File: src/rtl/regfile_snapshot.sv
// Register-memory snapshot sequencer: dumps all registers to a stream or reloads them from one.
// Optional SNAPSHOT_CHECKSUM_EN appends/verifies an XOR checksum word.
module regfile_snapshot #(
    parameter int ADDR_SIZE = 4,
    parameter int BYTE_SIZE = 8
) (
    input  logic                 clock,
    input  logic                 reset,
    input  logic                 dump_start,
    input  logic                 load_start,
    output logic                 busy,
    output logic                 done,
    output logic                 err,
    output logic [ADDR_SIZE-1:0] raddr,
    input  logic [BYTE_SIZE-1:0] rdata,
    output logic                 wen,
    output logic [ADDR_SIZE-1:0] waddr,
    output logic [BYTE_SIZE-1:0] wdata,
    output logic                 out_valid,
    input  logic                 out_ready,
    output logic [BYTE_SIZE-1:0] out_data,
    output logic                 out_last,
    input  logic                 in_valid,
    output logic                 in_ready,
    input  logic [BYTE_SIZE-1:0] in_data
);
    localparam int IW = ADDR_SIZE + 1;
    localparam logic [IW-1:0] LAST_REG = IW'((1 << ADDR_SIZE) - 1);
`ifdef SNAPSHOT_CHECKSUM_EN
    localparam logic [IW-1:0] LAST_DUMP = IW'(1 << ADDR_SIZE);
`else
    localparam logic [IW-1:0] LAST_DUMP = LAST_REG;
`endif

    typedef enum logic [1:0] {
        S_IDLE,
        S_DUMP,
        S_LOAD
`ifdef SNAPSHOT_CHECKSUM_EN
        , S_CHECK
`endif
    } state_t;

    state_t        state;
    logic [IW-1:0] idx;
    logic          dumping;
    logic          loading;
    logic          dump_hs;
    logic          load_hs;

    assign dumping = (state == S_DUMP);
    assign loading = (state == S_LOAD);

    assign out_valid = dumping;
    assign out_last  = dumping && (idx == LAST_DUMP);
    assign raddr     = dumping ? idx[ADDR_SIZE-1:0] : '0;
    assign wen       = loading & in_valid;
    assign waddr     = loading ? idx[ADDR_SIZE-1:0] : '0;
    assign wdata     = loading ? in_data : '0;
    assign dump_hs   = out_valid & out_ready;
    assign load_hs   = in_valid & in_ready;

`ifdef SNAPSHOT_CHECKSUM_EN
    logic [BYTE_SIZE-1:0] csum;
    logic                 err_q;

    assign in_ready = loading || (state == S_CHECK);
    // The word after register N-1 is the checksum, not memory data.
    assign out_data = !dumping ? '0 : (idx == LAST_DUMP) ? csum : rdata;
    assign err      = err_q;
`else
    assign in_ready = loading;
    assign out_data = dumping ? rdata : '0;
    assign err      = 1'b0;
`endif

    always_ff @(posedge clock or posedge reset) begin
        if (reset) begin
            state <= S_IDLE;
            idx   <= '0;
            busy  <= 1'b0;
            done  <= 1'b0;
`ifdef SNAPSHOT_CHECKSUM_EN
            csum  <= '0;
            err_q <= 1'b0;
`endif
        end else begin
            done <= 1'b0;
            case (state)
                S_IDLE: begin
                    idx <= '0;
`ifdef SNAPSHOT_CHECKSUM_EN
                    csum <= '0;
`endif
                    if (dump_start) begin
                        state <= S_DUMP;
                        busy  <= 1'b1;
                    end else if (load_start) begin
                        state <= S_LOAD;
                        busy  <= 1'b1;
`ifdef SNAPSHOT_CHECKSUM_EN
                        err_q <= 1'b0;
`endif
                    end
                end
                S_DUMP: begin
                    if (dump_hs) begin
`ifdef SNAPSHOT_CHECKSUM_EN
                        csum <= csum ^ rdata;
`endif
                        if (idx == LAST_DUMP) begin
                            state <= S_IDLE;
                            busy  <= 1'b0;
                            done  <= 1'b1;
                            idx   <= '0;
                        end else begin
                            idx <= idx + IW'(1);
                        end
                    end
                end
                S_LOAD: begin
                    if (load_hs) begin
`ifdef SNAPSHOT_CHECKSUM_EN
                        csum <= csum ^ in_data;
`endif
                        if (idx == LAST_REG) begin
                            idx <= '0;
`ifdef SNAPSHOT_CHECKSUM_EN
                            state <= S_CHECK;
`else
                            state <= S_IDLE;
                            busy  <= 1'b0;
                            done  <= 1'b1;
`endif
                        end else begin
                            idx <= idx + IW'(1);
                        end
                    end
                end
`ifdef SNAPSHOT_CHECKSUM_EN
                S_CHECK: begin
                    if (load_hs) begin
                        if (in_data != csum)
                            err_q <= 1'b1;
                        state <= S_IDLE;
                        busy  <= 1'b0;
                        done  <= 1'b1;
                    end
                end
`endif
                default: begin
                    state <= S_IDLE;
                    busy  <= 1'b0;
                end
            endcase
        end
    end
endmodule
File: config.mk
export PLATFORM = sky130hd
export DESIGN_NAME = regfile_snapshot
export DESIGN_NICKNAME = d
export VERILOG_FILES = /design/src/rtl/regfile_snapshot.sv
export SDC_FILE = /design/constraint.sdc
export NUM_CORES = 1
export LEC_CHECK = 0
export ABC_CLOCK_PERIOD_IN_PS = 1900
export CAP_MARGIN = 10
export CORE_MARGIN = 4
export CORE_UTILIZATION = 33
export DETAILED_ROUTE_END_ITERATION = 10
export HOLD_SLACK_MARGIN = 0.03
export PLACE_DENSITY = 0.8
export SKIP_LAST_GASP = 1
export SLEW_MARGIN = 20
export SYNTH_ARGS = -nofsm -noshare
export SYNTH_HDL_FRONTEND = slang
export SYNTH_SLANG_ARGS = --single-unit
File: constraint.sdc
create_clock -name clock -period 1.9 [get_ports clock]
set_input_delay 0.57 -clock clock [delete_from_list [all_inputs] [get_ports clock]]
set_output_delay 0.57 -clock clock [all_outputs]
set_load 0.02 [all_outputs]
# Word-level counts from Yosys, hierarchy flattened
# Cells that the tools add are included.
[totals]
output_inout_bits = 31
elab_cells = 42
in_bits = 22
regBits = 9
[classes]
n_reduce_logical = 5
n_mux = 24
add_sub_neg = 1
bitwise_logic = 2
eq_ne = 6
[op_table]
columns = ["operator", "n"]
rows = [
  ["$mux W8", 2],
  ["$mux W5", 3],
  ["$pmux W5 S3", 1],
  ["$mux W2", 5],
  ["$mux W1", 8],
  ["$mux W4", 2],
  ["$pmux W2 S3", 1],
  ["$reduce_and A3 Y1", 2],
  ["$add A5 B1 Y5 const B", 1],
  ["$eq A5 B4 Y1 const B", 1],
  ["$ne A3 B3 Y1 const B", 1],
  ["$pmux W1 S3", 1],
  ["$reduce_bool A3 Y1", 1],
  ["$and A1 B1 Y1", 2],
  ["$eq A2 B1 Y1 const B", 1],
  ["$eq A2 B2 Y1 const B", 1],
  ["$logic_not A2 Y1", 1],
  ["$ne A2 B1 Y1 const B", 1],
  ["$ne A2 B2 Y1 const B", 1],
  ["$pmux W1 S2", 1],
  ["$logic_and A1 B1 Y1", 1],
]

# Logic depth before layout (Yosys ltp)
[depth]
depth_word = 4
mapped_depth = 5
ltp_nobuf = 5

# Worst setup path before layout
# OpenSTA, ideal clock, no wires.
[synth_timing]
path_type = "reg-to-output"
from = "register state[0]"
to = "output port waddr[0]"
t_arrival_ns = 1.300
n_path_buf = 1
path_stages_with_launch = 5
required_time_ns = 1.330
setup_slack_ns = 0.030
path_cell_list = "dfrtp_1 > inv_1 > ha_1 > clkbuf_1 > and2_1"
[synth_via]
elab_chain_cells = 2
[synth_lines]
columns = ["item", "line_no", "source"]
rows = [
  ["start: declaration", "44", "state_t state;"],
  ["start signal: assignment", "79", "state <= S_IDLE;"],
  ["start signal: assignment", "96", "state <= S_DUMP;"],
  ["start signal: assignment", "99", "state <= S_LOAD;"],
  ["$eq A2 B2 Y1", "52", "assign loading = (state == S_LOAD);"],
  ["net in_ready", "24", "output logic in_ready,"],
  ["$mux W4", "58", "assign waddr = loading ? idx[ADDR_SIZE-1:0] : '0;"],
  ["end: declaration", "17", "output logic [ADDR_SIZE-1:0] waddr,"],
]
# The timed path passes the listed nets, and every way through them passes these cells.

# Worst setup path after layout
[layout_timing]
from = "register state[0]"
to = "output port waddr[0]"
[layout_via]
elab_chain_cells = 2
[layout_lines]
columns = ["item", "line_no"]
rows = [
  ["$eq A2 B2 Y1", "52"],
  ["$mux W4", "58"],
]
# Every way passes these cells.

==> impl_metrics.csv <==
group,metric,value,unit
status,status,"complete, but fails checks",
status,violations,"negative setup slack",
timing,skew,9.292,ps
logic_synthesis,synth_area_per_cell,8.555,sq um
placed_design,dp_hpwl,1977,um
clock_tree,numCtsBuffers,3,
hold_path,worstHoldPathType,"reg2reg",
placed_design,place_area,1319,sq um
layout,final_common_cell,"buf_6",
timing,setup_viol,15,
timing,min_period,1961,ps
clock_tree,cts_root_buf,"clkbuf_4",
floorplan,die_w,53.54,um
global_route,antenna_found_initial,0,
setup_path,rrSetupSlack,10,ps
layout,regArea,226.5,sq um
logic_synthesis,netlist.area_leader.share,0.3291,
layout,layout_common_cells,"buf_6, clkdlybuf4s50_1, buf_4",
routing,topRoutingLayerUsed,"met4",
logic_synthesis,synth_area_leaders,"dfrtp_1, and2_1, ha_1",
setup_path,crit_arrival,1390,ps
global_route,grt_overflow,0,
timing,finalHoldViolCount,0,
logic_synthesis,ys_seq_area_frac,0.3291,
timing,rsz0062_at_grt,"true",
layout,nFillCells,131,
logic_synthesis,synthesis.area,684.4,sq um
logic_synthesis,ys.warnings.count,0,
floorplan,coreArea,1962,sq um
setup_path,cp.required,1330,ps
clock_tree,cts_tree,"yes",
setup_path,worstReg2RegStart,"state[1]$_DFFE_PP0P_",
timing,fmax,510.0,MHz
routing,wire_per_inst,15.89,um
routing,viasPerCell,4.957,
clock_tree,cts_num_sinks,9,
routing,drt_first_pass_iters,4,
pwr,p_leak,0.7858,nW
clock_tree,clock_latency,270,ps
timing,fin_crit_sh,1.032,
logic_synthesis,synth_top_area_cell,"dfrtp_1",
pwr,ir_drop,1.487,mV
floorplan,dieArea,2867,sq um
layout,area_growth,128.0,%
timing,maxSlewViolCount,0,
global_route,grt_pass1_wl,4257,um
layout,postLayoutCellArea,1560,sq um
placed_design,place_ws,-475.2,ps
floorplan,die_y,53.54,um
timing,whs,546.0,ps
routing,route.met2.wl,1547,um
setup_path,critPathMostFrequentCell,"buf_6",
floorplan,rows,16,
run,drv_cap,0,
layout,nNetsFinal,186,
setup_path,r2r_cells,7,
routing,dr_wl_met3,308,um
logic_synthesis,synthDistinctLibCells,27,
routing,drc_errors,0,
layout,multiInputGateArea,510.5,sq um
routing,num_vias,917,
floorplan,start_util,0.3489,
setup_path,cp-end-kind,"output port",
setup_path,path_cells,"inv_2 -> ha_4 -> buf_6 -> and2_4 -> buf_6",
global_route,grt_start_max_net_pins,10,
setup_path,crit_type,"reg2out",
setup_path,critPathLaunchType,"flop",
pwr,power_density,1300,nW/um^2
setup_path,endpoint,"waddr[0]",
logic_synthesis,syn_nets,107,
routing,wirelength,2940,um
timing,fin_ws,-60.76,ps
setup_path,worstPathMaxFanout,6,
routing,drt-initial-drc-count,16,
global_route,track_usage,0.2087,
layout,post-route-util,0.7953,
routing,m1WireLength,1066,um
setup_path,cpMaxStageDelayCell,"dfrtp_2",
clock_tree,clock_path_buffers,2,
clock_tree,clkTransAtPathRegs,60,ps
floorplan,ioPinCount,53,
setup_path,cpPeakStageDelay,450,ps
routing,ant_nets,0,
setup_path,r2r_end,"idx[2]$_DFFE_PP0P_",
clock_tree,htreeDepth,1,
placed_design,place.gp.congestion,0.7647,
layout,drive_gt1_frac,0.5759,
placed_design,portBuffers,51,
setup_path,startpoint,"state[0]$_DFFE_PP0P_",
global_route,grt_pass1_vias,897,
logic_synthesis,ys_ff_latch,9,
layout,n_antenna_cell,0,
logic_synthesis,syn_inst,80,
[through the flow]
step           setup TNS, ps  instances  total power, mW
6_report              -501.9        185            2.028
4_1_cts               -516.7        184            1.817
3_3_place_gp          -11130        169            1.403
2_1_floorplan              0         80           0.8805
5_1_grt                -1555        185            2.152
3_5_place_dp          -12110        169            1.451
[cell usage after synthesis, drive strengths merged]
master and number:
a21boi 1, nand3 2, a222oi 1, nand4b 1, a21oi 3, a221o 1
nand2 4, ha 5, clkbuf 2, or2 1, a32o 1, and2 26
conb 1, nor2b 2, o21ai 4, o211a 1, and3 1, o41ai 1
o31ai 1, nor2 3, dfrtp 9, inv 6, buf 1, mux2 1
a22o 1
[per-layer routing]
metal	global-route usage	up-vias
li1	-	421
met1	0.2099	447
met2	0.4061	45
met3	0.08310	4
met4	0.02979	0
met5	0	-
[worst max-delay path: cells and delay by family (launching register included)]
family / cells / cell delay (ps)
buffers and inverters: 3 / 350
adder cells (fa/ha/maj): 1 / 180
AND/OR/NAND/NOR: 1 / 150
flip-flops: 1 / 450
[timing repair]
item | in CTS | in global routing
hold buffers | 0 | 0
resized for setup | 156 | 46
setup buffers | 11 | 1
setup endpoints to repair | 28 | 30
pin swaps | 1 | 6
[logic make-up (layout without fill, tap and decap cells)]
family                     count (synthesis)  count (layout)  synth area share
AOI/OAI and AO/OA                         15              15            0.1572
DFF                                        9               9            0.3291
and+or+nand+nor                           40              40            0.3455
other                                      1               1          0.005479
buffers and inverters                      9              87           0.05485
adders and majority gates                  5               5           0.09141
muxes                                      1               1           0.01645
[layout make-up]
cell class	count	share of cell area
clock buffers	4	0.01684
inverters	6	0.01443
multi-input cells	62	0.3272
flip-flops and latches	9	0.1451
well taps	27	0.02165
repair buffers	77	0.4747
[registers in the layout, summed over array words and instances (netlist names)]
name and count:
idx 5, busy 1, state 2, done 1
[power by group]
group          internal (mW)  leakage (nW)  switching (mW)
clock network         0.0811        0.0150          0.0719
registers              0.247         0.117          0.0460
logic                  0.857         0.653           0.725
total                   1.19         0.786           0.843
[worst min-delay path by stage]
stage                             startpoint                  to  slack (ps)  cells after the start
after detailed placement  idx[4]$_DFFE_PP0P_  idx[4]$_DFFE_PP0P_         540                      1
final                       busy$_DFFE_PP0P_    busy$_DFFE_PP0P_         550                      2
after global routing      idx[4]$_DFFE_PP0P_  idx[4]$_DFFE_PP0P_         580                      1
after global placement    idx[4]$_DFFE_PP0P_  idx[4]$_DFFE_PP0P_         510                      1
after CTS                 idx[4]$_DFFE_PP0P_  idx[4]$_DFFE_PP0P_         550                      1
after floorplan                        reset    busy$_DFFE_PP0P_         400                      1
(Power assumes the default switching activity.)
